`src/rtl/note_lane.sv`:
```
// One lane of the note highway: a pool of DEPTH falling notes that spawn, fall once per
// frame and are judged against a hit window when the lane key is pressed.
module note_lane #(
  parameter logic [9:0] LANE_X    = 10'd375,
  parameter logic [9:0] NOTE_SIZE = 10'd40,
  parameter logic [9:0] Y_MAX     = 10'd479,
  parameter logic [9:0] Y_STEP    = 10'd3,
  parameter int         DEPTH     = 4,
  parameter logic [9:0] HIT_Y     = 10'd400,
  parameter logic [9:0] HIT_WIN   = 10'd20,
  parameter logic [9:0] MIN_GAP   = 10'd40,
  localparam int        CW        = $clog2(DEPTH + 1)
) (
  input  logic          Clk,
  input  logic          Reset,
  input  logic          frame_clk,
  input  logic [9:0]    DrawX,
  input  logic [9:0]    DrawY,
  input  logic          spawn,
  input  logic          key_press,
  output logic          is_note,
  output logic          hit_pulse,
  output logic          miss_pulse,
  output logic          ghost_pulse,
  output logic          drop_pulse,
  output logic [CW-1:0] active_count
);

  logic [DEPTH-1:0] valid_q, valid_d;
  logic [9:0]       y_q [DEPTH];
  logic [9:0]       y_d [DEPTH];
  logic             frame_prev_q, frame_tick_q, frame_tick_d;
  logic             key_prev_q;
  logic             hit_q, hit_d, miss_q, miss_d, ghost_q, ghost_d, drop_q, drop_d;
  logic [CW-1:0]    count_q, count_d;

  logic             key_edge;
  logic [DEPTH-1:0] in_win, y_inside;
  logic             x_inside;

  assign key_edge     = key_press & ~key_prev_q;
  assign frame_tick_d = frame_clk & ~frame_prev_q;

  // All bounds are compared in 11 bits so nothing near the screen bottom wraps.
  assign x_inside = ({1'b0, DrawX} >= {1'b0, LANE_X}) &&
                    ({1'b0, DrawX} <  ({1'b0, LANE_X} + {1'b0, NOTE_SIZE}));

  generate
    for (genvar gi = 0; gi < DEPTH; gi++) begin : g_slot
      assign in_win[gi] = (({1'b0, y_q[gi]} + {1'b0, HIT_WIN}) >= {1'b0, HIT_Y}) &&
                          ({1'b0, y_q[gi]} <= ({1'b0, HIT_Y} + {1'b0, HIT_WIN}));
      assign y_inside[gi] = valid_q[gi] &&
                            ({1'b0, DrawY} >= {1'b0, y_q[gi]}) &&
                            ({1'b0, DrawY} <  ({1'b0, y_q[gi]} + {1'b0, NOTE_SIZE}));
    end
  endgenerate

  assign is_note = x_inside & (|y_inside);

  logic [DEPTH-1:0] hit_sel;
  logic [DEPTH-1:0] free_v;
  logic             hit_found, young_close, spawned;
  logic [9:0]       best_y;
  logic [10:0]      step_sum;

  always_comb begin
    valid_d     = valid_q;
    y_d         = y_q;
    hit_d       = 1'b0;
    miss_d      = 1'b0;
    ghost_d     = 1'b0;
    drop_d      = 1'b0;
    hit_sel     = '0;
    hit_found   = 1'b0;
    best_y      = '0;
    young_close = 1'b0;
    spawned     = 1'b0;
    step_sum    = '0;
    free_v      = '0;
    count_d     = '0;

    // Deepest note in the window wins; strict compare keeps ties on the lowest index.
    if (key_edge) begin
      for (int i = 0; i < DEPTH; i++) begin
        if (valid_q[i] && in_win[i] && (!hit_found || (y_q[i] > best_y))) begin
          hit_found  = 1'b1;
          best_y     = y_q[i];
          hit_sel    = '0;
          hit_sel[i] = 1'b1;
        end
      end
      if (hit_found) begin
        valid_d = valid_d & ~hit_sel;
        hit_d   = 1'b1;
      end else begin
        ghost_d = 1'b1;
      end
    end

    if (frame_tick_q) begin
      for (int i = 0; i < DEPTH; i++) begin
        if (valid_q[i] && !hit_sel[i]) begin
          if (y_q[i] > Y_MAX) begin
            valid_d[i] = 1'b0;
            miss_d     = 1'b1;
          end else begin
            step_sum = {1'b0, y_q[i]} + {1'b0, Y_STEP};
            y_d[i]   = step_sum[9:0];
            if (y_q[i] < MIN_GAP) young_close = 1'b1;
          end
        end
      end

      if (spawn) begin
        free_v = ~valid_d;
        for (int i = 0; i < DEPTH; i++) begin
          if (!spawned && !young_close && free_v[i]) begin
            valid_d[i] = 1'b1;
            y_d[i]     = '0;
            spawned    = 1'b1;
          end
        end
        drop_d = ~spawned;
      end
    end

    for (int i = 0; i < DEPTH; i++) count_d = count_d + CW'(valid_d[i]);
  end

  always_ff @(posedge Clk) begin
    if (Reset) begin
      valid_q      <= '0;
      for (int i = 0; i < DEPTH; i++) y_q[i] <= '0;
      frame_prev_q <= 1'b1;
      frame_tick_q <= 1'b0;
      key_prev_q   <= 1'b1;
      hit_q        <= 1'b0;
      miss_q       <= 1'b0;
      ghost_q      <= 1'b0;
      drop_q       <= 1'b0;
      count_q      <= '0;
    end else begin
      valid_q      <= valid_d;
      y_q          <= y_d;
      frame_prev_q <= frame_clk;
      frame_tick_q <= frame_tick_d;
      key_prev_q   <= key_press;
      hit_q        <= hit_d;
      miss_q       <= miss_d;
      ghost_q      <= ghost_d;
      drop_q       <= drop_d;
      count_q      <= count_d;
    end
  end

  assign hit_pulse    = hit_q;
  assign miss_pulse   = miss_q;
  assign ghost_pulse  = ghost_q;
  assign drop_pulse   = drop_q;
  assign active_count = count_q;

endmodule
```
`config.mk`:
```
export PLATFORM = sky130hd
export DESIGN_NAME = note_lane
export DESIGN_NICKNAME = d
export VERILOG_FILES = /design/src/rtl/note_lane.sv
export SDC_FILE = /design/constraint.sdc
export NUM_CORES = 1
export LEC_CHECK = 0
export CAP_MARGIN = 25
export CORE_AREA = 4 4 117 119
export CTS_BUF_LIST = sky130_fd_sc_hd__clkbuf_8
export CTS_CLUSTER_DIAMETER = 40
export DETAILED_ROUTE_END_ITERATION = 7
export DIE_AREA = 0 0 121 123
export GPL_TIMING_DRIVEN = 0
export HOLD_SLACK_MARGIN = 0.1
export PLACE_DENSITY = 0.67
export REMOVE_ABC_BUFFERS = 1
export SETUP_SLACK_MARGIN = 0.2
export SKIP_CTS_REPAIR_TIMING = 1
export SLEW_MARGIN = 40
export SYNTH_ARGS = -nofsm -noshare
export SYNTH_HDL_FRONTEND = slang
export SYNTH_SLANG_ARGS = --single-unit
```
`constraint.sdc`:
```
create_clock -name Clk -period 11.8 [get_ports Clk]
set_input_delay 1.18 -clock Clk [delete_from_list [all_inputs] [get_ports Clk]]
set_output_delay 1.18 -clock Clk [all_outputs]
set_load 0.02 [all_outputs]
```
After elaboration in Yosys (flattened, before gate mapping)
Index checks and enable logic that the tools add are counted.
Widths: inputs -> output; s select.

word-level totals
  register bits after elaboration = 54
  bits of input ports = 25
  output and inout port bits = 8
  logic and storage cells = 206

operators by class
  add/sub/neg operators = 15
  order comparisons = 29
  muxes and demuxes = 88
  bitwise operators = 12
  reduce and logical (&&, ||, !) cells = 49

operators with widths
  cell                   number
  $mux 10                18
  $mux 1                 60
  $add 10x5->11 const B  4
  $add 10x6->11 const B  4
  $ge 11x9->1 const B    4
  $lt 10x11->1           4
  $add 10x2->10 const B  4
  $ge 10x10->1           4
  $gt 10x9->1 const B    4
  $le 10x9->1 const B    4
  $lt 10x6->1 const B    4
  $mux 40                1
  $mux 4                 9
  $logic_and 1x1->1      31
  $gt 10x10->1           3
  $logic_not 1->1        11
  $ge 10x9->1 const B    1
  $lt 10x9->1 const B    1
  $not 4->4              2
  $not 1->1              6
  $and 4x4->4            1
  $reduce_or 2->1        2
  $reduce_or 4->1        1
  $add 2x1->3            1
  5 further kinds        9

Depth between registers and ports, before layout
Gate-level depths: netlist of the first run.

  depth in word-level cells = 61
  mapped depth = 41

Worst setup path after synthesis of the first run
No wires, ideal clock.

  path type = register to register
  start = register y_q[34] (netlist name)
  end = register count_q[1], in the netlist active_count[1]
  setup time = 0.127 ns
  data arrival time = 8.759 ns
  required time = 11.673 ns
  slack = 2.913 ns
  stages on the path, launching flop included = 41
  buffers on the path = 4
  period minus slack after synthesis = 8.887 ns
  cell sequence = dfxtp_1 > clkbuf_2 > inv_1 > ha_1 > nor2_1 > a41o_1 > a32oi_1 > a211oi_2 > and2_1 > buf_2 > nand2_1 > ha_1 > nor2b_1 > o21a_1 > o21a_1 > o31ai_1 > a31oi_4 > clkbuf_1 > [5 not listed] > a32oi_1 > o21ai_1 > mux2_2 > ha_1 > nand4_1 > a211oi_1 > a2111oi_0 > a31oi_1 > a31oi_4 > a31oi_2 > buf_2 > nand3_1 > o21a_1 > fa_1 > inv_1 > ha_1 > ha_1 > nor2b_1

on the way
  longest elaborated chain between the ends = 59

ends and longest elaborated chain
  what                                             line  RTL
  start, declared                                  30    logic [9:0] y_q [DEPTH];
  start signal, assigned                           144   y_q <= y_d;
  $add 10x5->11                                    50    assign in_win[gi] = (({1'b0, y_q[gi]} + {1'b0, HIT_WIN}) >= {1'b0, HIT_Y}) &&
  $ge 11x9->1                                      50
  $logic_and 1x1->1                                50
  $logic_and 1x1->1                                85    if (valid_q[i] && in_win[i] && (!hit_found || (y_q[i] > best_y))) begin
  $mux 10 or $mux 1 (tied branches)                85
  $mux 10 or $mux 1 (tied branches)                83    if (key_edge) begin
  $gt 10x10->1 or $logic_not 1->1 (tied branches)  85
  $logic_or 1x1->1                                 85
  [43 not listed]                                  n/a
  $mux 1                                           100   if (frame_tick_q) begin
  $logic_not 1->1                                  117   if (!spawned && !young_close && free_v[i]) begin
  $logic_and 1x1->1 (2 in series)                  117
  $mux 1                                           117
  $mux 4                                           114   if (spawn) begin
  $mux 4 *                                         100
  $add 3x1->3 *                                    127   for (int i = 0; i < DEPTH; i++) count_d = count_d + CW'(valid_d[i]);
  named net count_d[1]                             35    logic [CW-1:0] count_q, count_d;
  end signal, assigned                             152   count_q <= count_d;
  end, declared                                    35

Mark *: on every way through the listed nets, which the timed path passes. The rest lies on a longest branch. The select of a mux whose other input is x is not followed.
A chain may end at the register's enable or synchronous reset.

Final worst setup path of the first run
Ends and elaborated chain as after synthesis.

==> qor.json, run 1 <==
{
  "global_routing": {
    "first_global_vias": 5710,
    "initial_antenna_violation_count": 0,
    "grt_start_max_net_pins": 20,
    "grt-ovfl-total": 0,
    "grtUsageTotal": 0.246,
    "grt_first_pass_wirelength_um": 28900
  },
  "placed_design": {
    "port-buffer-count": 32,
    "placedCellCount": 952,
    "area_post_placement_um2": 6580,
    "dp_hpwl_um": 13700,
    "gpl_wtd_cong": 0.983,
    "post-place-ws_ps": 1240
  },
  "sta": {
    "slew_viol_final": 0,
    "fin_worst_skew_ps": 22.4,
    "clock.fmax_ghz": 0.0959,
    "worst_slack_ps": 1370,
    "grt_setup_unrepaired": "no",
    "max_slew.worst_pin.slew_ps": 794,
    "finalWorstPathRequiredPeriod_ps": 10430,
    "timing.final.hold_violations": 0,
    "maxSlewHeadroom": 0.469,
    "timing.final.crit_share": 0.884,
    "timing.setup.tns_ps": 0,
    "setup_viol": 0
  },
  "clock_network": {
    "numClockSinks": 54,
    "worstSkewPairLatency_ps": 360,
    "htree_num_levels": 2,
    "max-clock-path-buffers": 2,
    "cts_root_buffer": "clkbuf_8",
    "tritoncts.num_buffers": 5,
    "worst_setup_hold_path_clk_slew_ps": 120,
    "clock_tree_from_tritoncts": "done"
  },
  "floorplanning": {
    "io-pin-count": 33,
    "die_height_um": 123,
    "die_x_um": 121,
    "floorplan.die_area_um2": 14900,
    "placementRows": 41,
    "start_util": 0.491,
    "core_area_um2": 12600
  },
  "logic_synthesis": {
    "syn_area_per_cell_um2": 7.98,
    "ys_async_sr_fraction": 0,
    "dominant_register_cell_in_the_synthesized_netlist": "dfxtp_1",
    "post-synth-top-count-cell": "ha_1",
    "synth.yosys.seq_area_share": 0.175,
    "postSynthRegisterBits": 54,
    "leading_cell_types_by_count_after_synthesis": "116 x ha_1, 65 x a21oi_1, 61 x nand2_1",
    "syn_area_um2": 6170,
    "synthDominantAreaCellType": "ha_1",
    "ys_types": 86,
    "yosys_warnings": 0,
    "post_synth_inst_count": 774,
    "synth_top_area_frac": 0.235,
    "synth-edff-count": 0,
    "synth_top_cells_by_area": "ha_1 24%, dfxtp_1 18%, a21oi_1 5.3%, xnor2_1 4.5%, o21ai_0 3.8%"
  },
  "critical_path": {
    "cpPeakStageDelay_ps": 680,
    "critPathArrivalTime_ps": 10650,
    "cp_slowest_cell": "o21ai_1",
    "path_common_cell": "ha_1",
    "required_time_of_the_worst_setup_path_ps": 12020,
    "crit_path_start_kind": "register",
    "path_class": "register to register",
    "worst-path-max-fanout": 19,
    "setup.worst_path.end_class": "register"
  },
  "drt": {
    "avgRoutedWirePerCell_um": 18.3,
    "totalWireLength_um": 17600,
    "via_count": 5813,
    "drc": 0,
    "route.detailed.vias_per_inst": 6.06,
    "drt_first_pass_iters": 5,
    "dr_iter_0_viols": 441,
    "antenna_left": 0
  },
  "power_and_ir_drop": {
    "p_total_uw": 375,
    "worst_ir_drop_vdd_v": 0.0000795,
    "powerDensity_nw_per_um2": 56.1,
    "leakage_uw": 0.00252
  },
  "run_status": {
    "run_status": "complete, no violations"
  },
  "job": {
    "cap_viol_max_count": 0
  },
  "final_layout": {
    "finish.cell_count_without_fillers": 960,
    "finish.instance_area_um2": 6680,
    "final_net_count": 929,
    "num_antenna_cells": 0,
    "area_growth_syn_to_layout_pct": 8.23,
    "post_route_cells_drive_above_1_share": 0.0533
  },
  "worst_hold_path": {
    "timing.hold.worst.class": "register to register"
  }
}
## metal layers
layer | wire length, µm | GRT usage | vias to the layer above
li1 | - | - | 2863
met1 | 7860 | 0.313 | 2755
met2 | 8060 | 0.406 | 162
met3 | 1020 | 0.0522 | 33
met4 | 635 | 0.0984 | 0
met5 | 0 | 0 | -
## cell families after synthesis
kind of cell	synth area share
fa+ha+maj	0.238
flops	0.175
buf+inv	0.0602
xor+xnor	0.0511
mux	0.0217
other cells	0.000607
compound gates	0.271
simple gates	0.182
## per-stage QoR
stage                     utilization  hold WS [ps]
final                           0.532           403
after global routing            0.532           412
after CTS                       0.531           405
after detailed placement        0.523           388
after global placement          0.523           379
after floorplan                     -           371
## final timing paths
check | from | endpoint | slack (ps) | cells after the start
max | y_q[34] | active_count[1] | 1370 | 36
min | frame_prev_q | frame_tick_q | 400 | 1
max reg2reg | y_q[34] | active_count[1] | 1370 | 36
min reg2reg | frame_prev_q | frame_tick_q | 400 | 1
## cell usage in the layout (no fill, tap or decap), drive strengths merged, types with 4 or more instances in the layout
cell type | Yosys | routed
o2111ai | 5 | 5
nand4 | 15 | 15
clkdlybuf4s50 | 0 | 32
a21o | 10 | 10
o21a | 8 | 8
o31ai | 7 | 7
nand3 | 22 | 22
a31oi | 15 | 15
nand2 | 62 | 62
mux2 | 11 | 11
xnor2 | 32 | 32
nor2b | 14 | 14
o211a | 5 | 5
a211oi | 12 | 12
o21ai | 51 | 51
nor2 | 55 | 55
xor2 | 4 | 4
nor4 | 4 | 4
and2 | 7 | 7
or3 | 9 | 9
nand2b | 8 | 8
dfxtp | 54 | 54
a21oi | 65 | 65
clkbuf | 14 | 5
inv | 60 | 62
ha | 116 | 116
o211ai | 14 | 14
o22ai | 4 | 4
nor3 | 11 | 11
## state kept, by name, summed over array words and instances, names as in the netlist
signal / flops
y_q: 40
valid_q: 4
active_count: 3
drop_pulse: 1
frame_prev_q: 1
frame_tick_q: 1
ghost_pulse: 1
hit_pulse: 1
key_prev_q: 1
miss_pulse: 1
## where the power goes
part	leakage, µW	internal (µW)	total, µW	switching [µW]
combinational	0.00204	27.5	63.8	36.3
clock	0.0000491	44.1	125	80.6
sequential	0.000436	184	186	2.56
## critical path, delay by kind of cell, from the launching register on
kind | cells | cell delay (ps)
AOI/OAI and AO/OA | 19 | 5490
DFF | 1 | 510
and+or+nand+nor | 7 | 1440
buffers and inverters | 2 | 260
adders and majority gates | 7 | 2160
muxes | 1 | 420
## area by class of cell
type                    instances  area, µm²
flip-flops and latches         54       1080
inverters                      62        233
clock inverters                 3       26.3
repair buffers                 32        320
multi-input cells             632       4740
well taps                     172        215
clock buffers                   5       68.8
fillers                      1251       5890
No activity file was read; power rests on OpenSTA's default activity.
==> run 2, diff against run 1 <==
- CTS_CLUSTER_DIAMETER: 40 -> 50
- HOLD_SLACK_MARGIN: 0.1 -> 0.06
==> results of run 2 <==
Same layout as run 1: the final DEF is identical, and so are final timing and power.
